$ cat src/rtl/dpram_fifo_pkg.sv
// Shared defaults for the DPRAM-backed FIFO and its storage macro.
package dpram_fifo_pkg;

    localparam int unsigned FIFO_A_DEF  = 4;
    localparam int unsigned FIFO_D_DEF  = 32;
    localparam int unsigned DPRAM_LANES = 1;

endpackage

$ cat src/rtl/dpram_fifo_dpram.sv
// Simple dual-port RAM: lane-masked synchronous write, registered synchronous read.
module dpram_fifo_dpram #(
    parameter int unsigned A = 4,
    parameter int unsigned D = 32,
    parameter int unsigned S = 1
) (
    input  logic         clk,
    input  logic         wen,
    input  logic [A-1:0] waddr,
    input  logic [D-1:0] wdata,
    input  logic [S-1:0] wstrb,
    input  logic         ren,
    input  logic [A-1:0] raddr,
    output logic [D-1:0] rdata
);

    localparam int unsigned DEPTH = 2 ** A;
    localparam int unsigned LW    = D / S;

    logic [D-1:0] mem [DEPTH];

    // Contents are intentionally never reset.
    always_ff @(posedge clk) begin
        if (wen) begin
            for (int unsigned l = 0; l < S; l++) begin
                if (wstrb[l]) begin
                    mem[waddr][l*LW +: LW] <= wdata[l*LW +: LW];
                end
            end
        end
        if (ren) begin
            rdata <= mem[raddr];
        end
    end

endmodule

$ cat src/rtl/dpram_fifo.sv
// FIFO storing entries in a DPRAM, with a 2-entry registered output buffer
// that hides the one-cycle RAM read latency.
module dpram_fifo
    import dpram_fifo_pkg::*;
#(
    parameter int unsigned A = FIFO_A_DEF,
    parameter int unsigned D = FIFO_D_DEF
) (
    input  logic         clk,
    input  logic         rst,
    input  logic         in_vld,
    output logic         in_rdy,
    input  logic [D-1:0] in_data,
    output logic         out_vld,
    input  logic         out_rdy,
    output logic [D-1:0] out_data,
    output logic [A+1:0] cnt
);

    localparam int unsigned DEPTH  = 2 ** A;
    localparam int unsigned RCW    = A + 1;
    localparam int unsigned TCW    = A + 2;
    localparam int unsigned OBUF_N = 2;

    logic [A-1:0]               wptr;
    logic [A-1:0]               rptr;
    logic [RCW-1:0]             ram_cnt;
    logic                       pend;
    logic [1:0]                 obuf_cnt;
    logic [OBUF_N-1:0][D-1:0]   obuf;
    logic [D-1:0]               rdata;

    logic                       push;
    logic                       pop;
    logic                       ren;
    logic [2:0]                 occ_after;
    logic [1:0]                 obuf_cnt_nxt;
    logic [OBUF_N-1:0][D-1:0]   obuf_nxt;

    assign in_rdy   = !rst && (ram_cnt < RCW'(DEPTH));
    assign out_vld  = !rst && (obuf_cnt != 2'd0);
    assign out_data = rst ? '0 : obuf[0];
    assign cnt      = rst ? '0 : TCW'(ram_cnt) + TCW'(pend) + TCW'(obuf_cnt);

    assign push = in_vld && in_rdy;
    assign pop  = out_vld && out_rdy;

    // Only fetch when the buffer will still have room once the pending word lands.
    assign occ_after = 3'(obuf_cnt) + 3'(pend) - 3'(pop);
    assign ren       = !rst && (ram_cnt != '0) && (occ_after <= 3'd1);

    // Output buffer: shift on pop, then append the RAM word arriving this cycle.
    always_comb begin
        obuf_nxt     = obuf;
        obuf_cnt_nxt = obuf_cnt;
        if (pop) begin
            obuf_nxt[0]  = obuf[1];
            obuf_cnt_nxt = obuf_cnt - 2'd1;
        end
        if (pend) begin
            obuf_nxt[obuf_cnt_nxt[0]] = rdata;
            obuf_cnt_nxt              = obuf_cnt_nxt + 2'd1;
        end
    end

    always_ff @(posedge clk) begin
        if (rst) begin
            wptr     <= '0;
            rptr     <= '0;
            ram_cnt  <= '0;
            pend     <= 1'b0;
            obuf_cnt <= '0;
            obuf     <= '0;
        end else begin
            if (push) begin
                wptr <= wptr + A'(1);
            end
            if (ren) begin
                rptr <= rptr + A'(1);
            end
            if (push && !ren) begin
                ram_cnt <= ram_cnt + RCW'(1);
            end else if (!push && ren) begin
                ram_cnt <= ram_cnt - RCW'(1);
            end
            pend     <= ren;
            obuf_cnt <= obuf_cnt_nxt;
            obuf     <= obuf_nxt;
        end
    end

    dpram_fifo_dpram #(
        .A (A),
        .D (D),
        .S (DPRAM_LANES)
    ) u_ram (
        .clk   (clk),
        .wen   (push),
        .waddr (wptr),
        .wdata (in_data),
        .wstrb ({DPRAM_LANES{1'b1}}),
        .ren   (ren),
        .raddr (rptr),
        .rdata (rdata)
    );

endmodule

$ cat config.mk
export PLATFORM = sky130hd
export DESIGN_NAME = dpram_fifo
export DESIGN_NICKNAME = d
export VERILOG_FILES = /design/src/rtl/dpram_fifo_pkg.sv /design/src/rtl/dpram_fifo_dpram.sv /design/src/rtl/dpram_fifo.sv
export SDC_FILE = /design/constraint.sdc
export NUM_CORES = 1
export LEC_CHECK = 0
export ABC_AREA = 1
export CAP_MARGIN = 20
export CORE_ASPECT_RATIO = 1.4
export CORE_MARGIN = 2
export CORE_UTILIZATION = 50
export CTS_BUF_LIST = sky130_fd_sc_hd__clkbuf_4 sky130_fd_sc_hd__clkbuf_8 sky130_fd_sc_hd__clkbuf_16
export DETAILED_ROUTE_END_ITERATION = 7
export PLACE_DENSITY = 0.64
export SYNTH_ARGS = -nofsm -noshare
export SYNTH_HDL_FRONTEND = slang
export SYNTH_SLANG_ARGS = --single-unit
$ cat constraint.sdc
create_clock -name clk -period 4.9 [get_ports clk]
set_input_delay 0.735 -clock clk [delete_from_list [all_inputs] [get_ports clk]]
set_output_delay 0.735 -clock clk [all_outputs]
set_load 0.02 [all_outputs]
# [Yosys cells after proc, flatten, opt, wreduce, memory -nomap -nowiden]
# Memory sizes are Yosys's and may differ from the RTL's. A register that Yosys moved wholly into a read port is not among the register bits.
# Cells that the tools add are included.
[classes] n_addsub=10 magnitude_cmp=4 n_mux=13 reduce_logical=15
[ops] operator="32-bit two-way mux" n=4
[ops] operator="64-bit bitwise mux" n=1
[ops] operator="32-bit demux with 1-bit select" n=1
[ops] operator="5-bit two-way mux" n=2
[ops] operator="1-bit logical AND" n=9
[ops] operator="4-bit by 1-bit adder with 4-bit output (second input constant)" n=2
[ops] operator="5-bit by 1-bit adder with 6-bit output" n=1
[ops] operator="6-bit by 2-bit adder with 6-bit output" n=1
[ops] operator="6-bit two-way mux" n=1
[ops] operator="5-bit by 1-bit adder with 5-bit output (second input constant)" n=1
[ops] operator="5-bit less-than comparator (second input constant)" n=1
[ops] operator="5-bit nonzero test" n=1
[ops] operator="5-bit by 1-bit subtractor with 5-bit output (second input constant)" n=1
[ops] operator="2-bit two-way mux" n=2
[ops] operator="2-bit nonzero test" n=2
[ops] operator="2-bit by 1-bit adder with 3-bit output" n=1
[ops] operator="3-bit by 1-bit less-or-equal comparator with 1-bit output (second input constant)" n=1
[ops] operator="1-bit zero test" n=3
[ops] operator="3-bit by 1-bit subtractor with 3-bit output" n=1
[ops] operator="2-bit by 1-bit adder with 2-bit output (second input constant)" n=1
[ops] operator="1-bit by 2-bit less-than comparator with 1-bit output (second input constant)" n=1
[ops] operator="1-bit two-way mux" n=2
[ops] operator="2-bit by 1-bit subtractor with 2-bit output (second input constant)" n=1
[ops] operator="1-bit greater-or-equal comparator (second input constant)" n=1
[word_totals] reg_bits=80 mem_bits_rw=512 output_inout_bits=40 n_memories=1
[mem_list] name="u_ram.mem" words=16 width=32 read_ports=1 rd_clocked_by_memory_dff=1 wr=1 line_no="dpram_fifo_dpram.sv:20" rtl="logic [D-1:0] mem [DEPTH];"

# [Longest topological paths before layout]
[depth] ltp_word=10 depth_mapped=28 ltp_nobuf=25

# [Modules after synthesis]
# A second synthesis with hierarchy kept.
[hier_totals] hier_cells=2723 hier_area_um2=27132.3
[modules_own_cells] module="dpram_fifo_dpram" instances=1 cells_each=2123 area_each_um2=23057.1 seq_area_each_um2=16335.7
[modules_own_cells] module="dpram_fifo" instances=1 cells_each=600 area_each_um2=4075.2 seq_area_each_um2=1601.5

# [Worst setup path after synthesis]
# Ideal clock, no wire load.
[synth_path] kind="input -> register" start="in rst" end="reg ram_cnt[3]" setup_ps=115 arrival_ps=4299 required_time_ps=4785 setup_slack_ps=485 path_stages=24 path_buffers=4 path_cell_list="buf_2 > nor2_2 > nand2_1 > inv_2 > buf_6 > buf_6 > ha_1 > inv_1 > ha_1 > inv_2 > clkbuf_1 > fa_1 > o21ai_0 > nor2_1 > nand2_1 > ha_1 > inv_1 > ha_1 > a21oi_1 > nand2_1 > nand2_1 > nand2_1 > o21ai_0 > inv_1"
[synth_between] elab_chain_cells=9 elab_cells_between_ends=15 classes_between="add/sub (1); order compare (1); mux (1); reduce/logical (12)"
[synth_lines] element="start, declared" line_no="dpram_fifo.sv:10" rtl="input logic rst,"
[synth_lines] element="1-bit zero test *" line_no="dpram_fifo.sv:41" rtl="assign out_vld = !rst && (obuf_cnt != 2'd0);"
[synth_lines] element="1-bit logical AND *" line_no="dpram_fifo.sv:41"
[synth_lines] element="named net out_vld" line_no="dpram_fifo.sv:14" rtl="output logic out_vld,"
[synth_lines] element="1-bit logical AND *" line_no="dpram_fifo.sv:46" rtl="assign pop = out_vld && out_rdy;"
[synth_lines] element="3-bit by 1-bit subtractor with 3-bit output *" line_no="dpram_fifo.sv:49" rtl="assign occ_after = 3'(obuf_cnt) + 3'(pend) - 3'(pop);"
[synth_lines] element="3-bit by 1-bit less-or-equal comparator with 1-bit output *" line_no="dpram_fifo.sv:50" rtl="assign ren = !rst && (ram_cnt != '0) && (occ_after <= 3'd1);"
[synth_lines] element="1-bit logical AND *" line_no="dpram_fifo.sv:50"
[synth_lines] element="1-bit zero test" line_no="dpram_fifo.sv:81" rtl="if (push && !ren) begin"
[synth_lines] element="1-bit logical AND" line_no="dpram_fifo.sv:81"
[synth_lines] element="5-bit two-way mux / 2-bit nonzero test (equally long branches)"
[synth_lines] element="end signal, assigned" line_no="dpram_fifo.sv:82" rtl="ram_cnt <= ram_cnt + RCW'(1);"
[synth_lines] element="end signal, assigned" line_no="dpram_fifo.sv:84" rtl="ram_cnt <= ram_cnt - RCW'(1);"
[synth_lines] element="end, declared" line_no="dpram_fifo.sv:27" rtl="logic [RCW-1:0] ram_cnt;"
# The timed path passes the listed nets; every way through them passes the cells marked *.
# A chain may end at the register's enable or synchronous reset.

# [Worst setup path after layout]
[layout_path] start="reg obuf_cnt[1]" end="reg ram_cnt[4]"
[layout_between] elab_chain_cells=9 elab_cells_between_ends=12 classes_between="add/sub (2); order compare (1); mux (1); reduce/logical (8)"
[layout_lines] element="start, declared" line_no="dpram_fifo.sv:29" rtl="logic [1:0] obuf_cnt;"
[layout_lines] element="start signal, assigned" line_no="dpram_fifo.sv:87" rtl="obuf_cnt <= obuf_cnt_nxt;"
[layout_lines] element="parallel branches: the longest is 3 deep, another holds 2-bit by 1-bit adder with 3-bit output"
[layout_lines] element="3-bit by 1-bit subtractor with 3-bit output *" line_no="dpram_fifo.sv:49"
[layout_lines] element="3-bit by 1-bit less-or-equal comparator with 1-bit output *" line_no="dpram_fifo.sv:50"
[layout_lines] element="1-bit logical AND *" line_no="dpram_fifo.sv:50"
[layout_lines] element="1-bit zero test" line_no="dpram_fifo.sv:81"
[layout_lines] element="1-bit logical AND" line_no="dpram_fifo.sv:81"
[layout_lines] element="5-bit two-way mux / 2-bit nonzero test (equally long branches)"
# Mark *: on every way between the ends.

==> flow_summary_export.csv <==
group,metric,value,unit
global_routing,grt_max_degree,181,
floorplanning,die_y,269.7,um
place,hpwlAfterDp,33.43,mm
clock_tree,post_cts_buffers,0,
yosys,synth.avg_cell_area,11.23,sq um
global_routing,overflow,0,
place,io_buffers,75,
clock_tree,clkSinkCount,624,
timing,tightest_slew,0.9790,ns
clock_tree,clkTransAtPathRegs,0.07,ns
timing,finalMaxSlewViolations,0,
floorplanning,die_area,52260,sq um
worst_setup_path,r2r-end,"ram_cnt[4]",
yosys,syn_inst,2245,
routing,drc,0,
worst_setup_path,path_cells,"inv_1 -> ha_1 -> nor2_2 -> nand2_1 -> inv_2 -> ha_1 -> inv_1 -> ha_1 -> inv_2 -> fa_1 -> o21ai_0 -> nor2_1 -> nand2_1 -> ha_1 -> inv_1 -> ha_1 -> nand2_1 -> nand2_1 -> nor2_1 -> nand2_1 -> nand2_1 -> nand2_1 -> a21oi_1",
layout,layoutNonFillerInstCount,2977,
worst_setup_path,path_class,"reg2reg",
routing,antenna_left,0,
worst_setup_path,r2r_slack,1.04,ns
worst_setup_path,reg2reg_depth,23,
floorplanning,coreArea,49880,sq um
routing,drtPass1Iterations,5,
yosys,synth_nets,2299,
timing,fmax,259.1,MHz
clock_tree,cts_buffer_depth,3,
worst_setup_path,crit_top_cell,"nand2_1",
clock_tree,clock_latency,0.61,ns
clock_tree,post_cts_resized,0,
timing,min_period_over_period,78.75,%
routing,initialDrtViolationCount,1462,
flow_run,maxCapViolations,0,
hold_path,hold_path.class,"reg2reg",
timing,rsz0062_at_grt,"false",
timing,final.setup.tns,0,ns
yosys,ys_seq_area_share,71.15,%
global_routing,track_usage,22.31,%
yosys,ys_ff_latch,624,
hold_path,min_from,"obuf[45]",
layout,nFillCells,4020,
routing,vias,16355,
yosys,ys_types,29,
worst_setup_path,r2r_start,"obuf_cnt[1]",
yosys,yosysWarnings,0,
clock_tree,cts-htree-levels,2,
power,p_leak,10.61,nW
worst_setup_path,crit_slowest_cell,"fa_1",
global_routing,grt_pass1_wl,91.24,mm
worst_setup_path,cp-end-kind,"register",
clock_tree,cts_hold_buffers,0,
routing,viasPerCell,5.494,
worst_setup_path,slowest_delay,0.49,ns
timing,hold_viol,0,
timing,clock_skew,0.01472,ns
power,ir_drop,0.0003698,V
place,dp_cells,2869,
layout,drive_gt1_share,7.241,%
timing,setup_viol,0,
floorplanning,dieWidth,193.8,um
routing,wirelength,58.36,mm
floorplanning,io_pins,76,
clock_tree,cts_buffers,57,
floorplanning,rows,97,
hold_path,hold_depth,2,
status,outcome,"finished clean",
worst_setup_path,worst_setup_path_start_kind,"register",
timing,period_minus_slack,3.859,ns
layout,area_growth,14.13,%
hold_path,holdPathEnd,"obuf[45]",
yosys,syn_area,25210,sq um
global_routing,antenna_found_initial,1,
routing,wire_per_inst,19.60,um
power,p_per_area,509.5,nW/um^2
place,gp_congestion,0.7962,
clock_tree,cts_root_buf,"clkbuf_16",
clock_tree,tritoncts,"built",
layout,layout.nets,2339,
floorplanning,start_util,50.54,%
worst_setup_path,arrival,4.38,ns
worst_setup_path,worstPathMaxFanout,7,
worst_setup_path,crit_required,5.42,ns
layout,antennaDiodeCount,0,
global_routing,grt_pass1_vias,15799,
timing,slew-limit-headroom,34.73,%
sequential cells by signal, indices dropped and copies added (netlist names):
name	count
obuf	64
obuf_cnt	2
pend	1
ram_cnt	5
u_ram.mem	512
wptr	4
rptr	4
u_ram.rdata	32
per-layer routing:
metal | GRT usage [%] | part of all wire [%] | vias to the layer above
met2 | 37.57 | 49 | 534
met5 | 0 | 0 | -
li1 | - | - | 7778
met1 | 30.26 | 42 | 7968
met4 | 6.127 | 1.9 | 0
met3 | 3.477 | 6.6 | 75
kinds of logic after synthesis:
kind of cell,after synthesis,share of synthesized area (%)
simple gates,850,13.41
flops,624,71.15
compound gates,452,9.315
buf+inv,297,4.978
fa+ha+maj,18,1.012
xor+xnor,4,0.1390
how the worst max path moves through the flow:
stage / from / end / slack [ns]
2_1_floorplan: rst / ram_cnt[3] / 0.49
3_3_place_gp: out_rdy / ram_cnt[4] / 0.77
3_5_place_dp: out_rdy / ram_cnt[4] / 0.69
4_1_cts: obuf_cnt[1] / ram_cnt[4] / 1.04
5_1_grt: obuf_cnt[1] / ram_cnt[4] / 0.66
6_report: obuf_cnt[1] / ram_cnt[4] / 1.04
metrics by stage:
stage / hold slack, ns / cell area [sq um] / power [mW] / setup slack, ns / util, %
final: 0.4999 / 28770 / 14.66 / 1.041 / 57.68
after global routing: 0.5351 / 28770 / 15.42 / 0.6642 / 57.68
after CTS: 0.5018 / 28770 / 14.75 / 1.036 / 57.68
after detailed placement: 0.4835 / 26730 / 9.999 / 0.6855 / 53.59
after global placement: 0.4758 / 26470 / 9.911 / 0.7653 / 53.07
after floorplan: 0.4631 / 25210 / 8.885 / 0.4850 / -
layout make-up:
cell class	count	area, sq um	area share [%]
tap	643	804.5	2.796
inverter	167	631.9	2.196
multi-input combinational	1324	6140	21.34
clock buffer	75	1604	5.575
clock inverter	33	436.7	1.518
sequential	624	17940	62.36
timing repair buffer	111	1214	4.218
synth_stat cells (all sizes together):
library cell | count | area [sq um]
o21a | 1 | 7.510
o211ai | 32 | 240.2
inv | 167 | 626.9
xnor2 | 2 | 17.52
nand4 | 1 | 6.260
xor2 | 2 | 17.52
a21o | 1 | 7.510
clkbuf | 56 | 210.2
a21oi | 187 | 935.9
dfxtp | 80 | 1602
o21ai | 230 | 1151
ha | 14 | 175.2
nand3 | 115 | 575.6
buf | 74 | 417.9
nand2 | 434 | 1632
nand3b | 6 | 45.04
a31oi | 1 | 6.260
nor2 | 289 | 1097
nor3 | 5 | 25.02
edfxtp | 544 | 16340
fa | 4 | 80.08
cells in the final DEF, fill, tap and decap left out, types with 22 or more instances in the layout:
master,n
edfxtp_1,544
nand2_1,433
nor2_1,270
o21ai_0,226
a21oi_1,187
inv_1,160
nand3_1,115
dfxtp_1,77
clkdlybuf4s50_1,74
clkbuf_16,58
o211ai_1,32
buf_4,22
where the power goes:
| group | total (mW) | switching, mW | internal, mW |
|---|---|---|---|
| Clock | 4.78 | 1.94 | 2.84 |
| Sequential | 6.50 | 0.256 | 6.25 |
| Combinational | 3.38 | 2.35 | 1.03 |
| Total | 14.7 | 4.54 | 10.1 |
critical path, delay by kind of cell (launching register included):
kind                       cells  cell delay (ns)
buffers and inverters          5             0.46
adders and majority gates      6             1.72
AOI/OAI and AO/OA              2             0.19
and+or+nand+nor               10             1.00
DFF                            1             0.38
Note: power is estimated with default switching activity, not from simulation.
